===== config.mk =====
export PLATFORM = sky130hd
export DESIGN_NAME = uart_tx
export DESIGN_NICKNAME = d
export VERILOG_FILES = /design/src/rtl/uart_tx.sv
export SDC_FILE = /design/constraint.sdc
export NUM_CORES = 1
export LEC_CHECK = 0
export CORE_AREA = 10 10 102 104
export CTS_CLUSTER_DIAMETER = 30
export DETAILED_ROUTE_END_ITERATION = 16
export DIE_AREA = 0 0 112 114
export GPL_TIMING_DRIVEN = 0
export SLEW_MARGIN = 15
export SYNTH_ARGS = -nofsm -noshare
export SYNTH_HDL_FRONTEND = slang
export SYNTH_SLANG_ARGS = --single-unit
export TNS_END_PERCENT = 1

===== constraint.sdc =====
create_clock -name g_clk -period 1.9 [get_ports g_clk]
set_input_delay 0.19 -clock g_clk [delete_from_list [all_inputs] [get_ports g_clk]]
set_output_delay 0.19 -clock g_clk [all_outputs]
set_load 0.005 [all_outputs]

===== src/rtl/uart_tx.sv =====
// +-----------------------------------------------------------------------------
// | Module      : uart_tx
// | Description : FIFO-fed 8-bit UART transmitter with optional parity and 1/2 stop bits.
// | Revision    : 1.0 - initial release
// +-----------------------------------------------------------------------------
`default_nettype none

module uart_tx #(
  parameter int DIV_W = 16
) (
  input  logic             g_clk,
  input  logic             g_reset,
  output logic             g_clk_req,
  input  logic [DIV_W-1:0] cfg_clk_div,
  input  logic             cfg_parity_en,
  input  logic             cfg_parity_odd,
  input  logic             cfg_stop2,
  input  logic             in_valid,
  input  logic [7:0]       in_data,
  output logic             in_pop,
  output logic             uart_txd,
  output logic             busy
);

  typedef enum logic [2:0] {
    IDLE   = 3'd0,
    START  = 3'd1,
    DATA   = 3'd2,
    PARITY = 3'd3,
    STOP   = 3'd4
  } state_e;

  state_e           state_q, state_d;
  logic [DIV_W-1:0] cnt_q, cnt_d;
  logic [DIV_W-1:0] div_q, div_d;
  logic [2:0]       idx_q, idx_d;
  logic [7:0]       data_q, data_d;
  logic             par_en_q, par_en_d;
  logic             par_odd_q, par_odd_d;
  logic             stop2_q, stop2_d;
  logic             stop_hi_q, stop_hi_d;
  logic             txd_q, txd_d;

  logic [DIV_W-1:0] w_div_eff;
  logic [2:0]       w_idx_nxt;
  logic             w_bit_end;
  logic             w_stop_last;
  logic             w_accept;

  always_comb begin
    w_div_eff   = (cfg_clk_div == '0) ? DIV_W'(1) : cfg_clk_div;
    w_idx_nxt   = idx_q + 3'd1;
    w_bit_end   = (cnt_q == '0);
    // stop_hi_q marks that the first of two stop bits has already elapsed
    w_stop_last = (state_q == STOP) && w_bit_end && (!stop2_q || stop_hi_q);
    w_accept    = !g_reset && in_valid && ((state_q == IDLE) || w_stop_last);
  end

  always_comb begin
    state_d   = state_q;
    cnt_d     = cnt_q;
    div_d     = div_q;
    idx_d     = idx_q;
    data_d    = data_q;
    par_en_d  = par_en_q;
    par_odd_d = par_odd_q;
    stop2_d   = stop2_q;
    stop_hi_d = stop_hi_q;
    txd_d     = txd_q;

    if (state_q != IDLE && !w_bit_end) begin
      cnt_d = cnt_q - DIV_W'(1);
    end

    case (state_q)
      START: begin
        if (w_bit_end) begin
          state_d = DATA;
          cnt_d   = div_q - DIV_W'(1);
          idx_d   = 3'd0;
          txd_d   = data_q[0];
        end
      end
      DATA: begin
        if (w_bit_end) begin
          cnt_d = div_q - DIV_W'(1);
          if (idx_q == 3'd7) begin
            if (par_en_q) begin
              state_d = PARITY;
              txd_d   = (^data_q) ^ par_odd_q;
            end else begin
              state_d   = STOP;
              txd_d     = 1'b1;
              stop_hi_d = 1'b0;
            end
          end else begin
            idx_d = w_idx_nxt;
            txd_d = data_q[w_idx_nxt];
          end
        end
      end
      PARITY: begin
        if (w_bit_end) begin
          state_d   = STOP;
          cnt_d     = div_q - DIV_W'(1);
          txd_d     = 1'b1;
          stop_hi_d = 1'b0;
        end
      end
      STOP: begin
        if (w_bit_end) begin
          if (w_stop_last) begin
            state_d = IDLE;
          end else begin
            stop_hi_d = 1'b1;
            cnt_d     = div_q - DIV_W'(1);
          end
        end
      end
      default: begin
        txd_d = 1'b1;
      end
    endcase

    // Acceptance overrides the end-of-frame return to IDLE for back-to-back bytes
    if (w_accept) begin
      state_d   = START;
      data_d    = in_data;
      div_d     = w_div_eff;
      par_en_d  = cfg_parity_en;
      par_odd_d = cfg_parity_odd;
      stop2_d   = cfg_stop2;
      stop_hi_d = 1'b0;
      idx_d     = 3'd0;
      cnt_d     = w_div_eff - DIV_W'(1);
      txd_d     = 1'b0;
    end
  end

  always_ff @(posedge g_clk or posedge g_reset) begin
    if (g_reset) begin
      state_q   <= IDLE;
      cnt_q     <= '0;
      div_q     <= '0;
      idx_q     <= 3'd0;
      data_q    <= 8'd0;
      par_en_q  <= 1'b0;
      par_odd_q <= 1'b0;
      stop2_q   <= 1'b0;
      stop_hi_q <= 1'b0;
      txd_q     <= 1'b1;
    end else begin
      state_q   <= state_d;
      cnt_q     <= cnt_d;
      div_q     <= div_d;
      idx_q     <= idx_d;
      data_q    <= data_d;
      par_en_q  <= par_en_d;
      par_odd_q <= par_odd_d;
      stop2_q   <= stop2_d;
      stop_hi_q <= stop_hi_d;
      txd_q     <= txd_d;
    end
  end

  assign uart_txd  = txd_q;
  assign busy      = (state_q != IDLE);
  assign g_clk_req = busy || in_valid;
  assign in_pop    = w_accept;

endmodule

`default_nettype wire


==> out/metrics.yaml, run 1 <==
outcome:
  outcome: "finished, violations left"
  violations: "setup timing"
sta:
  setup_ws_ns: -0.392
  whs_ns: 0.0908
  fmax_mhz: 436
  skew_ns: 0.00547
  maxSlewHeadroom_pct: 61.8
  hold_violations: 0
  setup_viol: 52
  final_max_slew_viol_count: 0
  worst_slew_pin_slew_ns: 0.572
  period_share_pct: 121
  min_period_ns: 2.29
  grt_setup_unrepaired: "true"
detailed_routing:
  ant_nets: 0
  first_pass_iters: 4
  vias: 2883
  initialDrtViolationCount: 142
  post_drt_via_cell_ratio: 5.20
  routed_wirelength_um: 8970
  wl_per_cell_um: 16.2
  drc_errors: 0
power:
  p_seq_share_pct: 56.3
  design_power_total_uw: 1930
  p_switching_uw: 423
  leakage_uw: 0.00194
  p_int_uw: 1510
  power_density_nw_per_um2: 444
  peakVddDrop_mv: 0.282
  p_sw_share_pct: 21.9
  p_clk_share_pct: 35.4
  comb_power_share_pct: 8.4
clocking:
  cts_sinks: 51
  clk_pin_slew_ns: 0.09
  htree_levels: 2
  cts-root-buf: "clkbuf_8"
  clk_latency_ns: 0.30
  cts_hold_buf: 0
  cts.path.max_buffers: 2
  cts_tree: "built"
  cts_buffers: 5
die:
  placementRows: 34
  core_um2: 8470
  die_x_um: 112
  ios: 34
  start_util_pct: 38.7
  die_h_um: 114
  dieArea_um2: 12800
global_routing:
  grt_pass1_vias: 2842
  grt_antenna_before_repair: 0
  grt_max_degree: 28
  grt_pass1_wl_um: 14400
  track_usage_pct: 13.6
  gr-total-overflow: 0
worst_setup_path:
  path_max_fanout: 7
  worst_ep_required_time_ns: 2.09
  critPathArrivalTime_ns: 2.48
  start_kind: "register"
  path_class: "register to register"
  worstSetupEndpointType: "register"
placement:
  gp_congestion: 0.861
  portBuffers: 33
  dp_slack_ns: -1.27
  dp_hpwl_um: 6290
layout:
  antenna_cells: 0
  final_common_cell: "nand2_1"
  syn_to_final_growth_pct: 32.6
  multi_input_area_um2: 2070
  regArea_um2: 1280
  drive_gt1_share_pct: 22.6
  nets: 481
  fillCellCount: 788
  final_cell_mix: "95 x nand2_1, 49 x dfrtp_1, 26 x clkdlybuf4s50_1"
synthesis:
  synth-seq-area-share_pct: 39.0
  syn_nets: 415
  synth_cells: 379
  synth-main-ff-cell: "dfrtp_1"
  synth-edff-count: 0
  synth_warnings: 0
  ys_ff_latch: 51
  avgSynthCellArea_um2: 8.65
  ys_types: 57
  async_flop_share_pct: 100
  synth_area_um2: 3280
flow_run:
  maxCapViolCount: 0
worst_hold_path:
  worstHoldPathType: "primary input to register"
[cell usage after synthesis, drive strengths merged, types with 6 or more instances]
cell type  number  share of area (%)
xor2           21                5.6
or3             8                1.7
ha              6                2.3
nor3           17                2.9
o21ai          19                3.0
a21oi          11                1.9
nand2b          7                1.3
inv             9                1.0
nand2          98                 11
buf            11                1.9
dfrtp          50                 38
xnor2          22                5.9
nor4           14                3.2
nor2           20                2.3
[worst max-delay path: stages (launching register included)]
cell and delay, ns:
dfrtp_1 0.40, inv_2 0.09, ha_4 0.13, nor4b_4 0.21, buf_4 0.16, nand4_1 0.29, or3_4 0.50, a21boi_4 0.15
mux2_4 0.26
[cells by family (layout without fill, tap and decap cells)]
family | count (synthesis) | count (layout) | synth area share, %
AO/OA/AOI/OAI | 60 | 60 | 12.1
flip-flops | 51 | 51 | 39.0
buffers and inverters | 22 | 89 | 3.17
AND/OR/NAND/NOR | 188 | 188 | 28.3
adder cells (fa/ha/maj) | 6 | 6 | 2.29
XOR/XNOR | 43 | 43 | 11.5
multiplexers | 9 | 9 | 3.63
[cell type report]
type	instances	area share, %
clock buffer	8	2.30
timing repair buffer	59	13.3
inverter	9	0.777
multi-input combinational	306	47.6
buffer	13	3.43
tap	108	3.11
sequential	51	29.4
[final timing paths]
| kind | startpoint | to | slack, ns | cells after the start |
|---|---|---|---|---|
| worst max register to register | cnt_q[1]$_DFF_PP0_ | idx_q[0]$_DFFE_PP0P_ | -0.39 | 8 |
| worst min-delay path | cfg_clk_div[11] | div_q[11]$_DFFE_PP0N_ | 0.09 | 3 |
| min in group asynchronous | g_reset | div_q[0]$_DFFE_PP0N_ | 0.30 | 2 |
| worst max-delay path | cnt_q[1]$_DFF_PP0_ | idx_q[0]$_DFFE_PP0P_ | -0.39 | 8 |
| max in group asynchronous | g_reset | uart_txd$_DFFE_PP1P_ | 0.98 | 3 |
| worst min register to register | stop_hi_q$_DFFE_PP0P_ | stop_hi_q$_DFFE_PP0P_ | 0.51 | 1 |
[state kept, by name (all words and copies together), names as in the netlist]
signal	count
par_odd_q	1
data_q	8
par_en_q	1
cnt_q	16
div_q	16
state_q	3
uart_txd	1
stop_hi_q	1
idx_q	3
stop2_q	1
[metrics by stage]
stage          util [%]  std cells  TNS (ns)  instance area, um^2
2_1_floorplan         -        379     -3.97                 3280
6_report           51.3        554     -7.01                 4350
3_5_place_dp       44.4        521    -29.42                 3760
5_1_grt            51.3        554    -12.45                 4350
3_3_place_gp       44.2        520    -59.35                 3740
4_1_cts            49.2        548    -10.47                 4170
[repair_timing]
item,in CTS,in global routing
setup endpoints to repair,53,53
pin swaps,17,8
buffers inserted,19,6
resized for setup,66,46
[layer usage]
| layer | GRT usage (%) | part of all wire (%) | wire length (um) | vias up |
|---|---|---|---|---|
| li1 | - | - | - | 1457 |
| met1 | 17.9 | 46 | 4120 | 1357 |
| met2 | 22.4 | 49 | 4380 | 59 |
| met3 | 2.36 | 4.3 | 388 | 10 |
| met4 | 3.72 | 0.99 | 89 | 0 |
| met5 | 0 | 0 | 0 | - |
[power by group through the flow]
stage                     Combinational [uW]  Clock (uW)  Sequential [uW]
after floorplan                         45.3           0             1110
after global placement                   136           0             1110
after detailed placement                 142           0             1110
after CTS                                159         709             1080
after global routing                     176         745             1080
final                                    161         682             1080
Power figures use the tool's default switching activity.
==> run 2, diff against run 1 <==
--- a/config.mk
+++ b/config.mk
@@ -10,7 +10,7 @@
 export DETAILED_ROUTE_END_ITERATION = 16
 export DIE_AREA = 0 0 112 114
 export GPL_TIMING_DRIVEN = 0
-export SLEW_MARGIN = 15
+export SLEW_MARGIN = 20
 export SYNTH_ARGS = -nofsm -noshare
 export SYNTH_HDL_FRONTEND = slang
 export SYNTH_SLANG_ARGS = --single-unit
==> results of run 2 <==
The final DEF is identical to that of run 1; final timing and power are the same.
